`config.mk`:
```
export PLATFORM = sky130hd
export DESIGN_NAME = xlit_frame_gen_flat
export DESIGN_NICKNAME = d
export VERILOG_FILES = /design/src/rtl/xlit_gen_pkg.sv /design/src/rtl/xlit_frame_gen_if.sv /design/src/rtl/xlit_lfsr8.sv /design/src/rtl/xlit_frame_gen.sv /design/src/flat_wrapper.sv
export SDC_FILE = /design/constraint.sdc
export NUM_CORES = 1
export LEC_CHECK = 0
export CAP_MARGIN = 20
export CORE_UTILIZATION = 50
export DETAILED_ROUTE_END_ITERATION = 6
export DONT_BUFFER_PORTS = 1
export GPL_TIMING_DRIVEN = 0
export PLACE_DENSITY = 0.66
export SYNTH_ARGS = -nofsm -noshare
export SYNTH_HDL_FRONTEND = slang
export SYNTH_HIERARCHICAL = 1
export SYNTH_SLANG_ARGS = --single-unit
```
`constraint.sdc`:
```
create_clock -name clk_sys -period 12.35 [get_ports clk_sys]
set_input_delay 1.235 -clock clk_sys [delete_from_list [all_inputs] [get_ports clk_sys]]
set_output_delay 1.235 -clock clk_sys [all_outputs]
set_load 0.01 [all_outputs]
```
`src/rtl/xlit_gen_pkg.sv`:
```
// Shared types and constants for the xlit frame-traffic generator.
// Holds the FSM state encoding, payload modes and the LFSR step function.
package xlit_gen_pkg;

    typedef enum logic [2:0] {
        ST_IDLE,
        ST_LOAD,
        ST_FRAME,
        ST_GAP,
        ST_FIN
    } gen_state_e;

    localparam logic [1:0] MODE_CONST = 2'd0;
    localparam logic [1:0] MODE_INCR  = 2'd1;
    localparam logic [1:0] MODE_LFSR  = 2'd2;

    localparam logic [7:0] LFSR_TAPS = 8'hB8;

    // Fibonacci x^8+x^6+x^5+x^4+1: shift left, feed the tap parity into bit 0.
    function automatic logic [7:0] lfsr8_next(input logic [7:0] s);
        return {s[6:0], ^(s & LFSR_TAPS)};
    endfunction

endpackage

```
`src/rtl/xlit_frame_gen_if.sv`:
```
// Generator-to-xmit beat bus: payload, frame/control qualifiers and the ready backpressure.
interface xlit_frame_gen_if #(
    parameter int DATA_W = 8,
    parameter int LEN_W  = 12
) ();
    logic [DATA_W-1:0]  gen_data;
    logic               gen_data_valid;
    logic               gen_frame_valid;
    logic [2*LEN_W-1:0] gen_ctrl;
    logic               gen_hi_priority;
    logic               gen_ready;

    modport master (
        output gen_data, gen_data_valid, gen_frame_valid, gen_ctrl, gen_hi_priority,
        input  gen_ready
    );

    modport slave (
        input  gen_data, gen_data_valid, gen_frame_valid, gen_ctrl, gen_hi_priority,
        output gen_ready
    );
endinterface

```
`src/rtl/xlit_lfsr8.sv`:
```
// 8-bit payload LFSR: load has priority over step, value is the current register.
module xlit_lfsr8
    import xlit_gen_pkg::*;
(
    input  logic       clk_sys,
    input  logic       reset_n,
    input  logic       load,
    input  logic       step,
    input  logic [7:0] seed,
    output logic [7:0] value
);
    logic [7:0] lfsr_q;

    always_ff @(posedge clk_sys) begin
        if (!reset_n)
            lfsr_q <= 8'h00;
        else if (load)
            lfsr_q <= seed;
        else if (step)
            lfsr_q <= lfsr8_next(lfsr_q);
    end

    assign value = lfsr_q;
endmodule

```
`src/rtl/xlit_frame_gen.sv`:
```
// Interleaved hi/lo priority frame generator feeding the xmit front end,
// with programmable ratio, lengths, inter-frame gap and payload pattern.
module xlit_frame_gen
    import xlit_gen_pkg::*;
#(
    parameter int DATA_W = 8,
    parameter int LEN_W  = 12,
    parameter int CNT_W  = 8,
    parameter int GAP_W  = 8
) (
    input  logic              clk_sys,
    input  logic              reset_n,
    input  logic              cfg_start,
    input  logic              cfg_abort,
    input  logic [CNT_W-1:0]  cfg_num_hi,
    input  logic [CNT_W-1:0]  cfg_num_lo,
    input  logic [CNT_W-1:0]  cfg_num_loops,
    input  logic [LEN_W-1:0]  cfg_len_hi,
    input  logic [LEN_W-1:0]  cfg_len_lo,
    input  logic [GAP_W-1:0]  cfg_gap,
    input  logic [1:0]        cfg_mode,
    input  logic [DATA_W-1:0] cfg_seed_hi,
    input  logic [DATA_W-1:0] cfg_seed_lo,
    xlit_frame_gen_if.master  gen,
    output logic              gen_busy,
    output logic              gen_done,
    output logic [15:0]       gen_frames
);
    gen_state_e state_q, state_d;

    logic [CNT_W-1:0]  num_hi_q, num_lo_q, loops_q, frame_cnt_q, loop_cnt_q, class_num, loop_nxt;
    logic [CNT_W:0]    frame_nxt;
    logic [LEN_W-1:0]  len_hi_q, len_lo_q, beat_idx_q, len_eff;
    logic [GAP_W-1:0]  gap_q, gap_cnt_q;
    logic [1:0]        mode_q;
    logic [DATA_W-1:0] seq_hi_q, seq_lo_q, cur_seq, next_seq, first_seq;
    logic              cur_hi_q, next_hi, class_done, round_done, run_done;
    logic              accept, beat_last, frame_end, no_frames;
    logic              lfsr_load, lfsr_step;
    logic [7:0]        lfsr_seed, lfsr_value;

    // Frame bookkeeping; next_seq is the sequence value the following frame will use,
    // which for the same class is this frame's value plus one.
    always_comb begin
        len_eff = cur_hi_q ? len_hi_q : len_lo_q;
        if (len_eff == '0)
            len_eff = LEN_W'(1);
        cur_seq    = cur_hi_q ? seq_hi_q : seq_lo_q;
        first_seq  = (num_hi_q != '0) ? seq_hi_q : seq_lo_q;
        no_frames  = (num_hi_q == '0) && (num_lo_q == '0);
        accept     = (state_q == ST_FRAME) && gen.gen_ready;
        beat_last  = (beat_idx_q == len_eff - LEN_W'(1));
        frame_end  = accept && beat_last;
        class_num  = cur_hi_q ? num_hi_q : num_lo_q;
        frame_nxt  = {1'b0, frame_cnt_q} + (CNT_W+1)'(1);
        class_done = (frame_nxt >= {1'b0, class_num});
        round_done = class_done && (!cur_hi_q || (num_lo_q == '0));
        loop_nxt   = loop_cnt_q + CNT_W'(1);
        run_done   = round_done && (loops_q != '0) && (loop_nxt == loops_q);
        if (!class_done)
            next_hi = cur_hi_q;
        else if (cur_hi_q && (num_lo_q != '0))
            next_hi = 1'b0;
        else
            next_hi = (num_hi_q != '0);
        if (next_hi == cur_hi_q)
            next_seq = cur_seq + DATA_W'(1);
        else
            next_seq = next_hi ? seq_hi_q : seq_lo_q;
        lfsr_load = (state_q == ST_LOAD) || frame_end;
        lfsr_seed = (state_q == ST_LOAD) ? (8'(first_seq) | 8'h01) : (8'(next_seq) | 8'h01);
        lfsr_step = accept && !beat_last;
    end

    xlit_lfsr8 u_lfsr (
        .clk_sys (clk_sys),
        .reset_n (reset_n),
        .load    (lfsr_load),
        .step    (lfsr_step),
        .seed    (lfsr_seed),
        .value   (lfsr_value)
    );

    always_ff @(posedge clk_sys) begin
        if (!reset_n)
            state_q <= ST_IDLE;
        else
            state_q <= state_d;
    end

    always_comb begin
        state_d = state_q;
        case (state_q)
            ST_IDLE:  if (cfg_start) state_d = ST_LOAD;
            ST_LOAD:  state_d = no_frames ? ST_FIN : ST_FRAME;
            ST_FRAME: begin
                if (frame_end) begin
                    if (run_done)
                        state_d = ST_FIN;
                    else if (gap_q == '0)
                        state_d = ST_FRAME;
                    else
                        state_d = ST_GAP;
                end
            end
            ST_GAP:   if (gap_cnt_q == '0) state_d = ST_FRAME;
            ST_FIN:   state_d = ST_IDLE;
            default:  state_d = ST_IDLE;
        endcase
        if (cfg_abort)
            state_d = ST_IDLE;
    end

    // Abort freezes every counter so a truncated frame never reaches gen_frames.
    always_ff @(posedge clk_sys) begin
        if (!reset_n) begin
            num_hi_q    <= '0;
            num_lo_q    <= '0;
            loops_q     <= '0;
            len_hi_q    <= '0;
            len_lo_q    <= '0;
            gap_q       <= '0;
            mode_q      <= '0;
            seq_hi_q    <= '0;
            seq_lo_q    <= '0;
            frame_cnt_q <= '0;
            loop_cnt_q  <= '0;
            beat_idx_q  <= '0;
            gap_cnt_q   <= '0;
            cur_hi_q    <= 1'b0;
            gen_frames  <= 16'd0;
        end else if (!cfg_abort) begin
            case (state_q)
                ST_IDLE: begin
                    if (cfg_start) begin
                        num_hi_q    <= cfg_num_hi;
                        num_lo_q    <= cfg_num_lo;
                        loops_q     <= cfg_num_loops;
                        len_hi_q    <= cfg_len_hi;
                        len_lo_q    <= cfg_len_lo;
                        gap_q       <= cfg_gap;
                        mode_q      <= cfg_mode;
                        seq_hi_q    <= cfg_seed_hi;
                        seq_lo_q    <= cfg_seed_lo;
                        frame_cnt_q <= '0;
                        loop_cnt_q  <= '0;
                        beat_idx_q  <= '0;
                        gen_frames  <= 16'd0;
                    end
                end
                ST_LOAD: begin
                    cur_hi_q    <= (num_hi_q != '0);
                    frame_cnt_q <= '0;
                    beat_idx_q  <= '0;
                end
                ST_FRAME: begin
                    if (accept) begin
                        if (beat_last) begin
                            beat_idx_q <= '0;
                            if (gen_frames != 16'hFFFF)
                                gen_frames <= gen_frames + 16'd1;
                            if (cur_hi_q)
                                seq_hi_q <= seq_hi_q + DATA_W'(1);
                            else
                                seq_lo_q <= seq_lo_q + DATA_W'(1);
                            frame_cnt_q <= class_done ? '0 : frame_nxt[CNT_W-1:0];
                            if (round_done)
                                loop_cnt_q <= loop_nxt;
                            cur_hi_q  <= next_hi;
                            gap_cnt_q <= gap_q - GAP_W'(1);
                        end else begin
                            beat_idx_q <= beat_idx_q + LEN_W'(1);
                        end
                    end
                end
                ST_GAP:  gap_cnt_q <= gap_cnt_q - GAP_W'(1);
                default: ;
            endcase
        end
    end

    always_comb begin
        gen.gen_data        = '0;
        gen.gen_data_valid  = 1'b0;
        gen.gen_frame_valid = 1'b0;
        gen.gen_ctrl        = '0;
        gen.gen_hi_priority = 1'b0;
        gen_busy            = (state_q != ST_IDLE);
        gen_done            = (state_q == ST_FIN);
        if (state_q == ST_FRAME) begin
            gen.gen_data_valid  = 1'b1;
            gen.gen_hi_priority = cur_hi_q;
            gen.gen_frame_valid = (beat_idx_q == '0);
            if (beat_idx_q == '0)
                gen.gen_ctrl = {len_eff, len_eff};
            case (mode_q)
                MODE_CONST: gen.gen_data = cur_seq;
                MODE_INCR:  gen.gen_data = cur_seq + DATA_W'(beat_idx_q);
                MODE_LFSR:  gen.gen_data = DATA_W'(lfsr_value);
                default:    gen.gen_data = cur_seq;
            endcase
        end
    end
endmodule

```
`src/flat_wrapper.sv`:
```
// flat-port wrapper written by rule: the top's interface ports become plain ports
module xlit_frame_gen_flat import xlit_gen_pkg::*;
#(
    parameter int DATA_W = 8,
    parameter int LEN_W  = 12,
    parameter int CNT_W  = 8,
    parameter int GAP_W  = 8
)
  (clk_sys, reset_n, cfg_start, cfg_abort, cfg_num_hi, cfg_num_lo, cfg_num_loops, cfg_len_hi, cfg_len_lo, cfg_gap, cfg_mode, cfg_seed_hi, cfg_seed_lo, gen_busy, gen_done, gen_frames, gen_gen_data, gen_gen_data_valid, gen_gen_frame_valid, gen_gen_ctrl, gen_gen_hi_priority, gen_gen_ready);
  xlit_frame_gen_if #(.DATA_W(DATA_W), .LEN_W(LEN_W)) gen_i ();
  input  logic clk_sys;
  input  logic reset_n;
  input  logic cfg_start;
  input  logic cfg_abort;
  input  logic [CNT_W-1:0] cfg_num_hi;
  input  logic [CNT_W-1:0] cfg_num_lo;
  input  logic [CNT_W-1:0] cfg_num_loops;
  input  logic [LEN_W-1:0] cfg_len_hi;
  input  logic [LEN_W-1:0] cfg_len_lo;
  input  logic [GAP_W-1:0] cfg_gap;
  input  logic [1:0] cfg_mode;
  input  logic [DATA_W-1:0] cfg_seed_hi;
  input  logic [DATA_W-1:0] cfg_seed_lo;
  output logic gen_busy;
  output logic gen_done;
  output logic [15:0] gen_frames;
  output wire logic [$bits(gen_i.gen_data)-1:0] gen_gen_data;
  output wire logic [$bits(gen_i.gen_data_valid)-1:0] gen_gen_data_valid;
  output wire logic [$bits(gen_i.gen_frame_valid)-1:0] gen_gen_frame_valid;
  output wire logic [$bits(gen_i.gen_ctrl)-1:0] gen_gen_ctrl;
  output wire logic [$bits(gen_i.gen_hi_priority)-1:0] gen_gen_hi_priority;
  input wire logic [$bits(gen_i.gen_ready)-1:0] gen_gen_ready;
  assign gen_gen_data = gen_i.gen_data;
  assign gen_gen_data_valid = gen_i.gen_data_valid;
  assign gen_gen_frame_valid = gen_i.gen_frame_valid;
  assign gen_gen_ctrl = gen_i.gen_ctrl;
  assign gen_gen_hi_priority = gen_i.gen_hi_priority;
  assign gen_i.gen_ready = gen_gen_ready;
  xlit_frame_gen #(.DATA_W(DATA_W), .LEN_W(LEN_W), .CNT_W(CNT_W), .GAP_W(GAP_W)) u_core (.clk_sys(clk_sys), .reset_n(reset_n), .cfg_start(cfg_start), .cfg_abort(cfg_abort), .cfg_num_hi(cfg_num_hi), .cfg_num_lo(cfg_num_lo), .cfg_num_loops(cfg_num_loops), .cfg_len_hi(cfg_len_hi), .cfg_len_lo(cfg_len_lo), .cfg_gap(cfg_gap), .cfg_mode(cfg_mode), .cfg_seed_hi(cfg_seed_hi), .cfg_seed_lo(cfg_seed_lo), .gen(gen_i), .gen_busy(gen_busy), .gen_done(gen_done), .gen_frames(gen_frames));
endmodule
```
==> impl_metrics.tcl <==
set metrics [dict create \
    synth_top_family_by_area "simple AND/OR/NAND/NOR gates" \
    layout_common_cells "nand2_1, dfxtp_1, a21oi_1" \
    syn-num-nets 1271 \
    crit_fanout 10 \
    synth_compound_area_share_pct 21.5 \
    tns_ps 0 \
    cellPowerDensity_nw_per_um2 117 \
    vias 8484 \
    postCtsSetupBuffers 0 \
    ir_worst_vdd_v 0.0000997 \
    finClkSkew_ps 9.38 \
    yosys.area_share.simple_pct 25.5 \
    hold_ws_ps 473 \
    cts_sinks 138 \
    status "complete, no violations" \
    fmax_ghz 0.161 \
    cts_tree "done" \
    reg2reg_to "u_core/beat_idx_q[2]" \
    max_cap_viol_count 0 \
    drc 0 \
    finalHoldViolCount 0 \
    area_growth_pct 9.22 \
    fin_crit_sh_pct 50.4 \
    viasPerCell 5.97 \
    synth_mux_area_share_pct 6.65 \
    ys_top_cells_by_area "dfxtp_1, nand2_1, a21oi_1" \
    tightest_slew_ps 1100 \
    syn-cell-area_um2 8900 \
    grt_pass1_vias 7882 \
    synth_seq_area_share_pct 31.0 \
    track_usage_pct 28.0 \
    hp-class "reg2reg" \
    worst_setup_path_end_kind "flip-flop" \
    relSlewSlack_pct 25.6 \
    path_clk_slew_ps 60 \
    power_w 0.00114 \
    grt-busiest-layer "met2" \
    grt_util_met1_pct 38.0 \
    synth_top_cell_by_area "dfxtp_1" \
    rows 48 \
    yosys.area_share.adder_pct 4.02 \
    required_ps 12650 \
    ys_warn_count 6 \
    drive_above_1_share_pct 8.03 \
    setup-violations-final 0 \
    ys_types 76 \
    insertion_delay_ps 420 \
    clock-root-buffer "clkbuf_16" \
    core_um2 17400 \
    p_leak_nw 3.49 \
    fillers 1689 \
    grt_overflow 0 \
    grtUsageMet3_pct 7.67 \
    grt_max_degree 17 \
    htreeDepth 4 \
    arrival_ps 6520 \
    io_pins 132 \
    portBuffers 0 \
    antenna_left 0 \
    startpoint_type "flip-flop" \
    synth_ff_type "dfxtp_1" \
    antenna_found_initial 0 \
    synth.avg_cell_area_um2 7.65 \
    synth_xor_area_share_pct 5.81 \
    critical_path_class "reg2reg" \
    synth_edf_count 0 \
    gp_congestion 0.930 \
    min_from "u_core/loops_q[0]" \
    clock_path_buffers 2 \
    postCtsHoldBufs 0 \
    final_common_cell "nand2_1" \
    pre_cts_ws_ps 6280 \
    layout.nets 1290 \
    grt_pass1_wl_um 40600 \
    synth_top_area_share_pct 31.0 \
    cts_buffers 17 \
    ys_async_sr_fraction_pct 0 \
    drt_pass1_iterations 5 \
    reg2regPathDepth 17 \
    use_met2_pct 42.3 \
    fin_ws_ps 6120 \
    syn_inst 1164 \
    final.min_clock_period_ps 6230 \
    drv_slew 0 \
    hold_end "u_core/loops_q[0]" \
    wl_um 25100 \
    regToRegStartpoint "u_core/cur_hi_q" \
    die_h_um 135 \
    start_util_pct 51.3 \
    dieWidth_um 135 \
    dieArea_um2 18300 \
    diodes 0 \
    dpl.hpwl_um 19100 \
    post_cts_resized 0 \
    first_iter_violations 659 \
    ys_ff_latch 138 \
    rsz0062_at_grt "no" \
    ff2ff_setup_slack_ps 6120 \
    routedWlPerCell_um 17.6 \
    hold_depth 2 \
]
[critical path: stages (launching register included)]
cell      delay (ps)
dfxtp_1          340
buf_6            170
buf_6            180
buf_4            210
clkbuf_1         490
clkbuf_1         440
buf_1            640
mux2i_1          420
ha_1             310
xnor2_1          130
a221oi_2         220
nand4_1          140
or4_4            570
nor3_2           370
nor2_1           200
o21ai_0          830
buf_2            370
nor2_1            70
[how the worst max path moves through the flow]
stage,startpoint,end,slack (ps),cells past startpoint
3_3_place_gp,u_core/cur_hi_q,u_core/beat_idx_q[6],6260,17
5_1_grt,u_core/cur_hi_q,u_core/beat_idx_q[11],5860,17
3_5_place_dp,u_core/cur_hi_q,u_core/beat_idx_q[2],6280,17
6_report,u_core/cur_hi_q,u_core/beat_idx_q[2],6120,17
2_1_floorplan,u_core/cur_hi_q,u_core/u_lfsr/value[5],7700,21
4_1_cts,u_core/cur_hi_q,u_core/beat_idx_q[2],6210,17
[area by class of cell]
class,count,area [um^2],area share (%)
Clock inverter,12,103,1.06
Multi-Input combinational cell,918,5650,58.1
Clock buffer,20,437,4.49
Tap cell,225,282,2.90
Inverter,26,97.6,1.00
Sequential cell,138,2760,28.4
Buffer,82,390,4.02
[synth_stat cells, types with 15 or more instances]
cell      instances
and3_1           18
o21ai_0          48
dfxtp_1         138
clkbuf_1         59
xor2_1           20
a21oi_1         120
nor3_1           33
a211oi_1         19
inv_1            25
and2_1           15
nor2_1          101
nand2_1         183
mux2i_1          44
nand3_1          28
nor4_1           15
xnor2_1          39
ha_1             27
[layer usage]
layer	share of wire, %	wire length [um]
met4	2.7	683
met5	0	0
met1	47	11700
met3	7.4	1860
met2	43	10800
[sequential cells by signal, summed over array words and instances (netlist names)]
signal and count:
u_core/mode_q 2, u_core/beat_idx_q 12, u_core/gap_q 8, u_core/len_lo_q 12, u_core/u_lfsr/value 8, u_core/len_hi_q 12
u_core/seq_hi_q 8, u_core/frame_cnt_q 8, u_core/gap_cnt_q 8, u_core/num_lo_q 8, u_core/cur_hi_q 1, u_core/num_hi_q 8
u_core/loop_cnt_q 8, u_core/loops_q 8, u_core/seq_lo_q 8, u_core/state_q 3, u_core/gen_frames 16
[per-stage QoR]
step	std cells	util (%)	area (um^2)
3_3_place_gp	1389	52.9	9180
2_1_floorplan	1164	-	8900
5_1_grt	1421	56.0	9720
4_1_cts	1421	56.0	9720
3_5_place_dp	1389	52.9	9180
6_report	1421	56.0	9720
[report_power, final]
part | total, W | internal, W | switching [W]
combinational | 0.000185 | 0.0000693 | 0.000116
sequential | 0.000480 | 0.000461 | 0.0000197
clock | 0.000471 | 0.000275 | 0.000195
[cells by family (layout without fill, tap and decap cells)]
| logic type | count (synthesis) | count (layout) |
|---|---|---|
| AO/OA/AOI/OAI | 303 | 303 |
| adder cells (fa/ha/maj) | 28 | 28 |
| XOR/XNOR | 59 | 59 |
| buffers and inverters | 108 | 140 |
| AND/OR/NAND/NOR | 470 | 470 |
| multiplexers | 57 | 57 |
| other | 1 | 1 |
| flip-flops | 138 | 138 |
Note: power is estimated with default switching activity, not from simulation.
